[src/rtl/mem_access_stage.sv]
// mem_access_stage: pipeline MEM stage.
// Resolves the branch, runs byte/half/word loads and stores over a req/ack
// data-memory bus with wait states and timeout, and registers MEM/WB.
// Optional build macro: MEM_PERF_CNT_EN enables the perf_stalls/perf_accesses counters.
//
// Bus handshake: dmem_req is held high until a one-cycle dmem_ack pulse
// completes the access; address, lanes and data stay stable meanwhile
// because stall_MEM freezes the upstream latches. An ack seen without an
// outstanding request is ignored. The FSM state is visible as the 'state' signal.
module mem_access_stage #(
    parameter int TIMEOUT_CYCLES = 255
) (
    input  logic        clk,
    input  logic        reset,
    input  logic [31:0] aluresult_MEM,
    input  logic [31:0] writedata_MEM,
    input  logic [4:0]  writereg_MEM,
    input  logic        zero_MEM,
    input  logic [31:0] pcbranch_MEM,
    input  logic        branch_MEM,
    input  logic        memread_MEM,
    input  logic        memwrite_MEM,
    input  logic        regwrite_MEM,
    input  logic        memtoreg_MEM,
    input  logic [1:0]  memsize_MEM,
    input  logic        memsigned_MEM,
    output logic        pcsrc_MEM,
    output logic [31:0] pctarget_MEM,
    output logic        stall_MEM,
    output logic        dmem_req,
    output logic        dmem_we,
    output logic [31:0] dmem_addr,
    output logic [3:0]  dmem_be,
    output logic [31:0] dmem_wdata,
    input  logic [31:0] dmem_rdata,
    input  logic        dmem_ack,
    output logic        regwrite_WB,
    output logic        memtoreg_WB,
    output logic [31:0] readdata_WB,
    output logic [31:0] aluresult_WB,
    output logic [4:0]  writereg_WB,
    output logic        misalign_WB,
    output logic        buserr_WB,
    output logic [31:0] perf_stalls,
    output logic [31:0] perf_accesses
);

    typedef enum logic {IDLE, WAIT} state_t;

    localparam logic [15:0] TIMEOUT_VAL = TIMEOUT_CYCLES[15:0];

    state_t      state, state_nxt;
    logic [15:0] cnt, cnt_nxt;
    logic        mem_op, misaligned, access, abort, req_int;
    logic [1:0]  lane;
    logic [7:0]  byte_sel;
    logic [15:0] half_sel;
    logic [31:0] load_data;

    assign lane   = aluresult_MEM[1:0];
    assign mem_op = memread_MEM | memwrite_MEM;

    // Branch decision is purely combinational and ignores stalls.
    assign pcsrc_MEM    = branch_MEM & zero_MEM;
    assign pctarget_MEM = pcbranch_MEM;

    // Alignment check by access size; size 11 behaves as word.
    always_comb begin
        misaligned = 1'b0;
        case (memsize_MEM)
            2'b01:   misaligned = lane[0];
            2'b10:   misaligned = 1'b0;
            default: misaligned = (lane != 2'b00);
        endcase
    end

    assign access = mem_op & ~misaligned;

    // Little-endian lane steering: byte enables and replicated store data.
    always_comb begin
        dmem_be    = 4'b1111;
        dmem_wdata = writedata_MEM;
        case (memsize_MEM)
            2'b01: begin
                dmem_be    = lane[1] ? 4'b1100 : 4'b0011;
                dmem_wdata = {2{writedata_MEM[15:0]}};
            end
            2'b10: begin
                dmem_be    = 4'b0001 << lane;
                dmem_wdata = {4{writedata_MEM[7:0]}};
            end
            default: begin
                dmem_be    = 4'b1111;
                dmem_wdata = writedata_MEM;
            end
        endcase
    end

    // Load lane select and sign/zero extension.
    always_comb begin
        byte_sel = 8'h00;
        case (lane)
            2'b00:   byte_sel = dmem_rdata[7:0];
            2'b01:   byte_sel = dmem_rdata[15:8];
            2'b10:   byte_sel = dmem_rdata[23:16];
            default: byte_sel = dmem_rdata[31:24];
        endcase
        half_sel  = lane[1] ? dmem_rdata[31:16] : dmem_rdata[15:0];
        load_data = dmem_rdata;
        case (memsize_MEM)
            2'b01:   load_data = memsigned_MEM ? {{16{half_sel[15]}}, half_sel} : {16'h0000, half_sel};
            2'b10:   load_data = memsigned_MEM ? {{24{byte_sel[7]}}, byte_sel} : {24'h000000, byte_sel};
            default: load_data = dmem_rdata;
        endcase
    end

    // FSM state and wait-cycle counter registers.
    always_ff @(posedge clk or negedge reset) begin
        if (!reset) begin
            state <= IDLE;
            cnt   <= 16'd0;
        end else begin
            state <= state_nxt;
            cnt   <= cnt_nxt;
        end
    end

    // FSM next state, request generation and timeout abort detection.
    always_comb begin
        state_nxt = state;
        cnt_nxt   = cnt;
        req_int   = 1'b0;
        abort     = 1'b0;
        case (state)
            IDLE: begin
                req_int = access;
                if (access && !dmem_ack) begin
                    state_nxt = WAIT;
                    cnt_nxt   = 16'd1;
                end
            end
            WAIT: begin
                req_int = 1'b1;
                if (dmem_ack) begin
                    state_nxt = IDLE;
                    cnt_nxt   = 16'd0;
                end else if (cnt == TIMEOUT_VAL) begin
                    abort     = 1'b1;
                    req_int   = 1'b0;
                    state_nxt = IDLE;
                    cnt_nxt   = 16'd0;
                end else begin
                    cnt_nxt = cnt + 16'd1;
                end
            end
            default: begin
                state_nxt = IDLE;
                cnt_nxt   = 16'd0;
            end
        endcase
    end

    // Request is killed immediately while reset is asserted.
    assign dmem_req  = req_int & reset;
    assign dmem_we   = dmem_req & memwrite_MEM;
    assign dmem_addr = {aluresult_MEM[31:2], 2'b00};
    assign stall_MEM = dmem_req & ~dmem_ack;

    // MEM/WB register: bubble while stalled, otherwise capture the instruction.
    always_ff @(posedge clk or negedge reset) begin
        if (!reset) begin
            regwrite_WB  <= 1'b0;
            memtoreg_WB  <= 1'b0;
            readdata_WB  <= 32'h0;
            aluresult_WB <= 32'h0;
            writereg_WB  <= 5'd0;
            misalign_WB  <= 1'b0;
            buserr_WB    <= 1'b0;
        end else if (stall_MEM) begin
            regwrite_WB <= 1'b0;
            misalign_WB <= 1'b0;
            buserr_WB   <= 1'b0;
        end else begin
            regwrite_WB  <= regwrite_MEM & ~(mem_op & misaligned) & ~abort;
            memtoreg_WB  <= memtoreg_MEM;
            readdata_WB  <= memread_MEM ? load_data : 32'h0;
            aluresult_WB <= aluresult_MEM;
            writereg_WB  <= writereg_MEM;
            misalign_WB  <= mem_op & misaligned;
            buserr_WB    <= abort;
        end
    end

`ifdef MEM_PERF_CNT_EN
    // Performance counters: stall cycles and completed bus accesses.
    always_ff @(posedge clk or negedge reset) begin
        if (!reset) begin
            perf_stalls   <= 32'h0;
            perf_accesses <= 32'h0;
        end else begin
            if (stall_MEM)
                perf_stalls <= perf_stalls + 32'h1;
            if (dmem_req && dmem_ack)
                perf_accesses <= perf_accesses + 32'h1;
        end
    end
`else
    assign perf_stalls   = 32'h0;
    assign perf_accesses = 32'h0;
`endif

endmodule
[config.mk]
export PLATFORM = sky130hd
export DESIGN_NAME = mem_access_stage
export DESIGN_NICKNAME = d
export VERILOG_FILES = /design/src/rtl/mem_access_stage.sv
export SDC_FILE = /design/constraint.sdc
export NUM_CORES = 1
export LEC_CHECK = 0
export CORE_AREA = 2 2 148 150
export CTS_CLUSTER_DIAMETER = 150
export DETAILED_ROUTE_END_ITERATION = 6
export DIE_AREA = 0 0 150 152
export DONT_BUFFER_PORTS = 1
export GPL_TIMING_DRIVEN = 0
export PLACE_DENSITY = 0.4
export SETUP_SLACK_MARGIN = 0.15
export SLEW_MARGIN = 25
export SYNTH_ARGS = -nofsm -noshare
export SYNTH_HDL_FRONTEND = slang
export SYNTH_SLANG_ARGS = --single-unit
[constraint.sdc]
create_clock -name clk -period 2.67 [get_ports clk]
set_input_delay 0.1335 -clock clk [delete_from_list [all_inputs] [get_ports clk]]
set_output_delay 0.1335 -clock clk [all_outputs]
set_load 0.05 [all_outputs]
After elaboration in Yosys (flattened, before gate mapping)
Index checks and enable logic that the tools add are counted.
- bitwise gates (word level): 14
- add/subtract/negate cells: 1
- multiplexer cells: 26
- equality and inequality tests: 6
- reductions and logical operators: 4
- shift-type cells: 1
- operators with widths (kind ; number):
    case mux 32 bit (2 select lines) ; 2
    2-to-1 mux 32 bit ; 3
    2-to-1 mux 16 bit ; 4
    case mux 16 bit (2 select lines) ; 1
    case mux 8 bit (3 select lines) ; 1
    adder 16 x 1 -> 16 bit, second input constant ; 1
    equality test 16 x 8 -> 1 bit, second input constant ; 1
    2-to-1 mux 1 bit ; 10
    AND 1 bit ; 8
    case mux 4 bit (2 select lines) ; 1
    case mux 1 bit (2 select lines) ; 3
    inverter 1 bit ; 5
    equality test 2 x 1 -> 1 bit, second input constant ; 2
    equality test 2 bit, second input constant ; 2
    2-to-1 mux 4 bit ; 1
    left shift 1 x 2 -> 4 bit, first input constant ; 1
    zero test 2 bit ; 1
    inequality test 2 bit, second input constant ; 1
    nonzero test 2 bit ; 1
    logical AND 1 bit ; 1
    zero test 1 bit ; 1
    bitwise OR 1 bit ; 1
- register bits: 90
- output and inout bits: 241

Depth between registers and ports, before layout
Gate-level depths: netlist of the first run.
- depth after elaboration: 8
- mapped depth: 10
- mapped depth without buffers: 7

Worst setup path after synthesis of the first run
OpenSTA, ideal clock, no wires.
- path type: register -> register
- start: register cnt[12]
- end: register readdata_WB[12]
- required time: 2.543 ns
- setup slack: 0.191 ns
- period minus slack after synthesis: 2.479 ns
- path buffers: 3
- arrival: 2.352 ns
- cell stages (with the launch flop): 8
- library setup time: 0.127 ns
- path through: dfrtp_1 or4_1 or4_1 buf_2 o21ai_2 buf_4 buf_6 mux2_1
- cells in the longest elaborated chain, start to end: 6
- RTL lines (item ; line ; text):
    from (decl) ; 53 ; logic [15:0] cnt, cnt_nxt;
    from (signal assigned) ; 124 ; cnt <= cnt_nxt;
    equality test 16 x 8 -> 1 bit ; 147 ; end else if (cnt == TIMEOUT_VAL) begin
    2-to-1 mux 1 bit ; 147 ;
    2-to-1 mux 1 bit ; 144 ; if (dmem_ack) begin
    case mux 1 bit (2 select lines) ; 134 ; case (state)
    AND 1 bit ; 164 ; assign dmem_req = req_int & reset;
    AND 1 bit ; 167 ; assign stall_MEM = dmem_req & ~dmem_ack;
    to (signal assigned) ; 186 ; readdata_WB <= memread_MEM ? load_data : 32'h0;
    to (decl) ; 39 ; output logic [31:0] readdata_WB,
No other way between the ends.
A chain may end at the register's enable or synchronous reset.

Worst setup path in the final report of the first run
- start: register cnt[12]
- end: register readdata_WB[14]
The elaborated chain is that of the path after synthesis.

==> flow_metrics.py, run 1 <==
metrics = {
    "outcome": {
        "status": "completed",
    },
    "routing": {
        "antenna_left": 0,
        "dr.pass1.iters": 5,
        "avgViaCountPerCell": 4.84,
        "drt_wl_total_um": 20100,
        "drtIter0Drc": 319,
        "vias": 5116,
        "drc": 0,
        "wl_per_cell_um": 19.0,
    },
    "run": {
        "maxCapViolCount": 0,
    },
    "yosys": {
        "synth_edf_count": 0,
        "synth_seq_cells": 90,
        "ys_async_sr_fraction_pct": 100,
        "synth.area.top_cells": "dfrtp_1 36%, buf_4 17%, mux2_4 8.2%",
        "syn-instance-count": 638,
        "yosysTopAreaCell": "dfrtp_1",
        "avgSynthCellArea_um2": 9.75,
        "synth_ff_type": "dfrtp_1",
        "yosysSeqAreaShare_pct": 36.2,
        "syn_area_um2": 6220,
        "yosys-top-cells-count": "137 x buf_4, 90 x dfrtp_1, 46 x o21ai_0",
        "synth_most_common_cell": "buf_4",
        "ys_types": 54,
        "yosysTopAreaCellShare_pct": 36.2,
        "ys_warn_count": 0,
    },
    "grt": {
        "grt_pass1_vias": 5049,
        "antenna_found_initial": 0,
        "grt_pass1_wl_um": 30100,
        "grt_max_degree": 91,
        "grt_usage_pct": 17.0,
        "grt_overflow_total": 0,
    },
    "critical_path": {
        "worst_r2r_path_depth": 7,
        "r2r-start": "cnt[12]",
        "crit_required_ns": 2.90,
        "worstSetupPathType": "reg2reg",
        "start_kind": "flop",
        "end_kind": "flop",
        "critPathMaxFanout": 5,
        "critical_path_arrival_ns": 2.74,
        "timing.rr.end": "readdata_WB[14]",
        "r2r_slack_ns": 0.16,
    },
    "timing": {
        "layout_setup_ws_ns": 0.160,
        "hold_ws_ns": 0.0560,
        "grt_setup_unrepaired": "yes",
        "layout_min_cycle_time_ns": 2.51,
        "worst_slew_pin_slew_ns": 1.02,
        "timing.fmax_ghz": 0.398,
        "post-route-period-util_pct": 94.0,
        "hold_viol_final": 0,
        "setup_viol": 0,
        "maxSlewViolCount": 0,
        "fin_skew_ns": 0.00966,
        "maxSlewHeadroom_pct": 31.6,
    },
    "finish": {
        "layout-drive-gt1-share_pct": 35.8,
        "layout.cells.non_filler": 1057,
        "postLayoutCoreUtil_pct": 37.4,
        "areaGrowthSynthToFinish_pct": 28.2,
        "seq_area_um2": 2250,
        "multi_input_area_um2": 3140,
        "nets": 920,
        "n_antenna_cell": 0,
        "fill_cells": 2183,
    },
    "hold_path": {
        "holdPathEnd": "readdata_WB[4]",
        "min_path_cells": 2,
        "min_from": "dmem_rdata[20]",
        "min_path_type": "in2reg",
    },
    "clocking": {
        "ctsHtreeMaxLevel": 3,
        "cts-root-buf": "clkbuf_16",
        "cts_buffers": 9,
        "cts_tree": "built",
        "clock_path_buffers": 2,
        "clock-sinks": 90,
        "clkSlewWorstSetupHoldPaths_ns": 0.07,
        "clk_latency_ns": 0.35,
    },
    "place": {
        "port_buffers": 0,
        "placedCellCount": 983,
        "dp_slack_ns": -0.202,
        "dpl.hpwl_um": 15200,
        "gp_congestion": 0.829,
    },
    "power": {
        "powerDensity_nw_per_um2": 639,
        "vdd_drop_max_mv": 0.345,
        "total_power_mw": 5.10,
        "leakage_nw": 3.74,
    },
    "floorplanning": {
        "die_h_um": 152,
        "start_util_pct": 29.1,
        "rows": 54,
        "ios": 386,
        "die_area_um2": 22800,
        "core-area_um2": 21400,
        "dieWidth_um": 150,
    },
}
## registers in the layout, summed over array words and instances (netlist names)
name          flops
writereg_WB       5
aluresult_WB     32
readdata_WB      32
cnt              16
buserr_WB         1
memtoreg_WB       1
misalign_WB       1
regwrite_WB       1
state             1
## cell type report
type | count | area share (%)
Multi-Input combinational cell | 421 | 39.4
Sequential cell | 90 | 28.3
Buffer | 181 | 16.1
Timing Repair Buffer | 58 | 7.56
Tap cell | 280 | 4.39
Clock buffer | 9 | 2.82
Clock inverter | 7 | 0.973
Inverter | 11 | 0.549
## logic make-up after synthesis
group,Yosys count,share of synthesized area (%)
AOI/OAI and AO/OA,171,18.2
xor gates and xnor gates,3,0.422
adders and majority gates,3,0.603
buffers and inverters,192,20.6
DFF,90,36.2
muxes,77,15.8
other,1,0.0603
and+or+nand+nor,101,8.20
## critical path, stage by stage (launching register included)
cell	delay [ns]
dfrtp_1	0.39
or4_4	0.55
or4_4	0.50
buf_6	0.14
o21ai_4	0.18
buf_8	0.18
clkbuf_16	0.15
mux2_1	0.31
## through the flow
stage                     area, um^2  TNS (ns)
after floorplan                 6470         0
after global placement          6820     -6.20
after detailed placement        6820     -5.81
after CTS                       7850         0
after global routing            7980         0
final                           7980         0
## cells in the final DEF (no fill, tap or decap), drive strengths merged, types with 25 or more instances in the layout
master	netlist	routed
dlygate4sd3	0	39
dfrtp	90	90
mux2	66	66
conb	1	66
nand2	45	45
buf	147	165
a21oi	26	26
o21ai	47	47
o211ai	25	25
clkbuf	34	44
## routing by layer
| layer | routed length (um) | vias to the layer above | global-route usage [%] |
|---|---|---|---|
| met5 | 0 | - | 0 |
| met4 | 331 | 0 | 4.54 |
| met3 | 2160 | 26 | 7.78 |
| met2 | 9710 | 217 | 27.2 |
| met1 | 7910 | 2521 | 20.6 |
| li1 | - | 2352 | - |
## repair_timing
item	CTS	global route
buffers inserted	12	4
setup endpoints to repair	89	81
gates resized for setup	45	22
gates cloned	1	1
hold buffers	40	0
pin swaps	2	2
endpoints found under the hold margin	129	0
## worst max path at each step
stage,startpoint,end,slack [ns],cells past startpoint
floorplan,cnt[12],readdata_WB[12],0.19,7
global placement,aluresult_MEM[1],dmem_be[3],-0.38,5
detailed placement,cnt[0],readdata_WB[29],-0.20,8
CTS,cnt[11],stall_MEM,0.05,7
global route,cnt[9],stall_MEM,0.09,6
finish,cnt[12],readdata_WB[14],0.16,7
## power breakdown
| group | total (mW) | internal (mW) | leakage (nW) | switching [mW] |
|---|---|---|---|---|
| Combinational | 1.71 | 0.591 | 2.46 | 1.12 |
| Sequential | 2.06 | 1.50 | 1.14 | 0.562 |
| Clock | 1.33 | 0.735 | 0.140 | 0.592 |
Power figures use the tool's default switching activity.
==> run 2: changes to the inputs <==
MAX_ROUTING_LAYER = met4   (was unset)
==> flow_metrics.py, run 2 (same netlist as run 1, synthesis figures left out) <==
metrics = {
    "grt": {
        "grt_overflow_total": 0,
        "grt_max_degree": 91,
        "antenna_found_initial": 0,
        "grt_pass1_wl_um": 30100,
        "grt_pass1_vias": 5061,
        "grt_usage_pct": 17.5,
    },
    "timing": {
        "fin_setup_tns_ns": 0,
        "post-route-period-util_pct": 94.0,
        "layout_setup_ws_ns": 0.159,
        "maxSlewViolCount": 0,
        "layout_min_cycle_time_ns": 2.51,
        "timing.fmax_ghz": 0.398,
        "grt_setup_unrepaired": "yes",
        "maxSlewHeadroom_pct": 31.9,
        "setup_viol": 0,
        "hold_viol_final": 0,
        "worst_slew_pin_slew_ns": 1.01,
        "fin_skew_ns": 0.00954,
    },
    "power": {
        "total_power_mw": 5.10,
        "leakage_nw": 3.74,
        "powerDensity_nw_per_um2": 639,
        "vdd_drop_max_mv": 0.345,
    },
    "critical_path": {
        "end_kind": "flop",
        "worstSetupPathType": "reg2reg",
        "critical_path_arrival_ns": 2.74,
        "worst_r2r_path_depth": 7,
        "critPathMaxFanout": 5,
        "crit_required_ns": 2.90,
        "cp_common_cell": "or4_4",
        "cpMaxStageDelayCell": "or4_4",
        "start_kind": "flop",
        "path_cells": "or4_4, or4_4, buf_6, o21ai_4, buf_8, clkbuf_16, mux2_1",
        "critPathMaxStageDelay_ns": 0.55,
    },
    "outcome": {
        "status": "completed",
    },
    "clocking": {
        "clock-sinks": 90,
        "cts_tree": "built",
        "clk_latency_ns": 0.35,
        "cts-root-buf": "clkbuf_16",
        "cts_buffers": 9,
        "ctsHtreeMaxLevel": 3,
        "clock_path_buffers": 2,
        "clkSlewWorstSetupHoldPaths_ns": 0.07,
    },
    "finish": {
        "layout-drive-gt1-share_pct": 35.8,
        "layout_common_cells": "151 x buf_4, 89 x dfrtp_1, 66 x conb_1",
        "reg_top3": "aluresult_WB x32, readdata_WB x32, cnt x16",
        "nets": 920,
        "final_common_cell": "buf_4",
        "n_antenna_cell": 0,
        "postLayoutCoreUtil_pct": 37.4,
        "areaGrowthSynthToFinish_pct": 28.2,
    },
    "routing": {
        "drt_wl_total_um": 20100,
        "wl_per_cell_um": 19.0,
        "drc": 0,
        "avgViaCountPerCell": 4.85,
        "antenna_left": 0,
        "drtIter0Drc": 322,
        "vias": 5129,
        "dr.pass1.iters": 5,
    },
    "floorplanning": {
        "die_h_um": 152,
        "ios": 386,
        "die_area_um2": 22800,
        "dieWidth_um": 150,
        "core-area_um2": 21400,
        "rows": 54,
        "start_util_pct": 29.1,
    },
    "place": {
        "port_buffers": 0,
        "dpl.hpwl_um": 15200,
        "gp_congestion": 0.842,
        "dp_slack_ns": -0.202,
    },
    "hold_path": {
        "min_path_type": "in2reg",
        "min_path_cells": 2,
    },
    "run": {
        "maxCapViolCount": 0,
    },
}
-- run 2: final timing paths --
path,endpoint,start,slack [ns]
max reg2reg,readdata_WB[14],cnt[12],0.16
min reg2reg,cnt[7],cnt[7],0.53
max,readdata_WB[14],cnt[12],0.16
min in group asynchronous,cnt[14],reset,0.32
min,readdata_WB[4],dmem_rdata[20],0.06
max in group asynchronous,readdata_WB[3],reset,1.93
-- run 2: cell type report --
type                            count  area (um^2)
Buffer                            181         1280
Inverter                           11         43.8
Fill cell                        2183        13400
Clock buffer                        9          225
Timing Repair Buffer               58          603
Tap cell                          280          350
Clock inverter                      7         77.6
Sequential cell                    90         2250
Multi-Input combinational cell    421         3140
-- run 2: timing repair --
item / 4_1_cts / 5_1_grt
buffers inserted: 12 / 4
endpoints found under the setup margin: 89 / 81
gates cloned: 1 / 1
gates resized for setup: 45 / 22
hold buffers: 40 / 0
pin swaps: 2 / 2
endpoints found under the hold margin: 129 / 0
-- run 2: stage by stage --
stage / cell area, um^2 / instances / hold WS [ns]
floorplan: 6470 / 703 / -0.162
global placement: 6820 / 983 / -0.158
detailed placement: 6820 / 983 / -0.157
CTS: 7850 / 1052 / 0.0391
global route: 7980 / 1057 / 0.0671
finish: 7980 / 1057 / 0.0560
-- run 2: per-layer routing --
metal	part of all wire [%]	up-vias	track usage, %
li1	-	2355	-
met1	39	2504	21.1
met2	48	247	27.0
met3	11	23	7.30
met4	1.6	0	4.63
met5	0	-	-
-- run 2: critical path: cells and delay by family (launching register included) --
kind | cells | cell delay [ns]
simple gates | 2 | 1.04
buf+inv | 3 | 0.47
flops | 1 | 0.39
mux | 1 | 0.31
compound gates | 1 | 0.18
-- run 2: power by group --
group          switching [mW]  internal (mW)  leakage, nW
Clock                   0.592          0.735        0.140
Combinational            1.12          0.591         2.46
Sequential              0.562           1.50         1.14
Total                    2.28           2.82         3.74
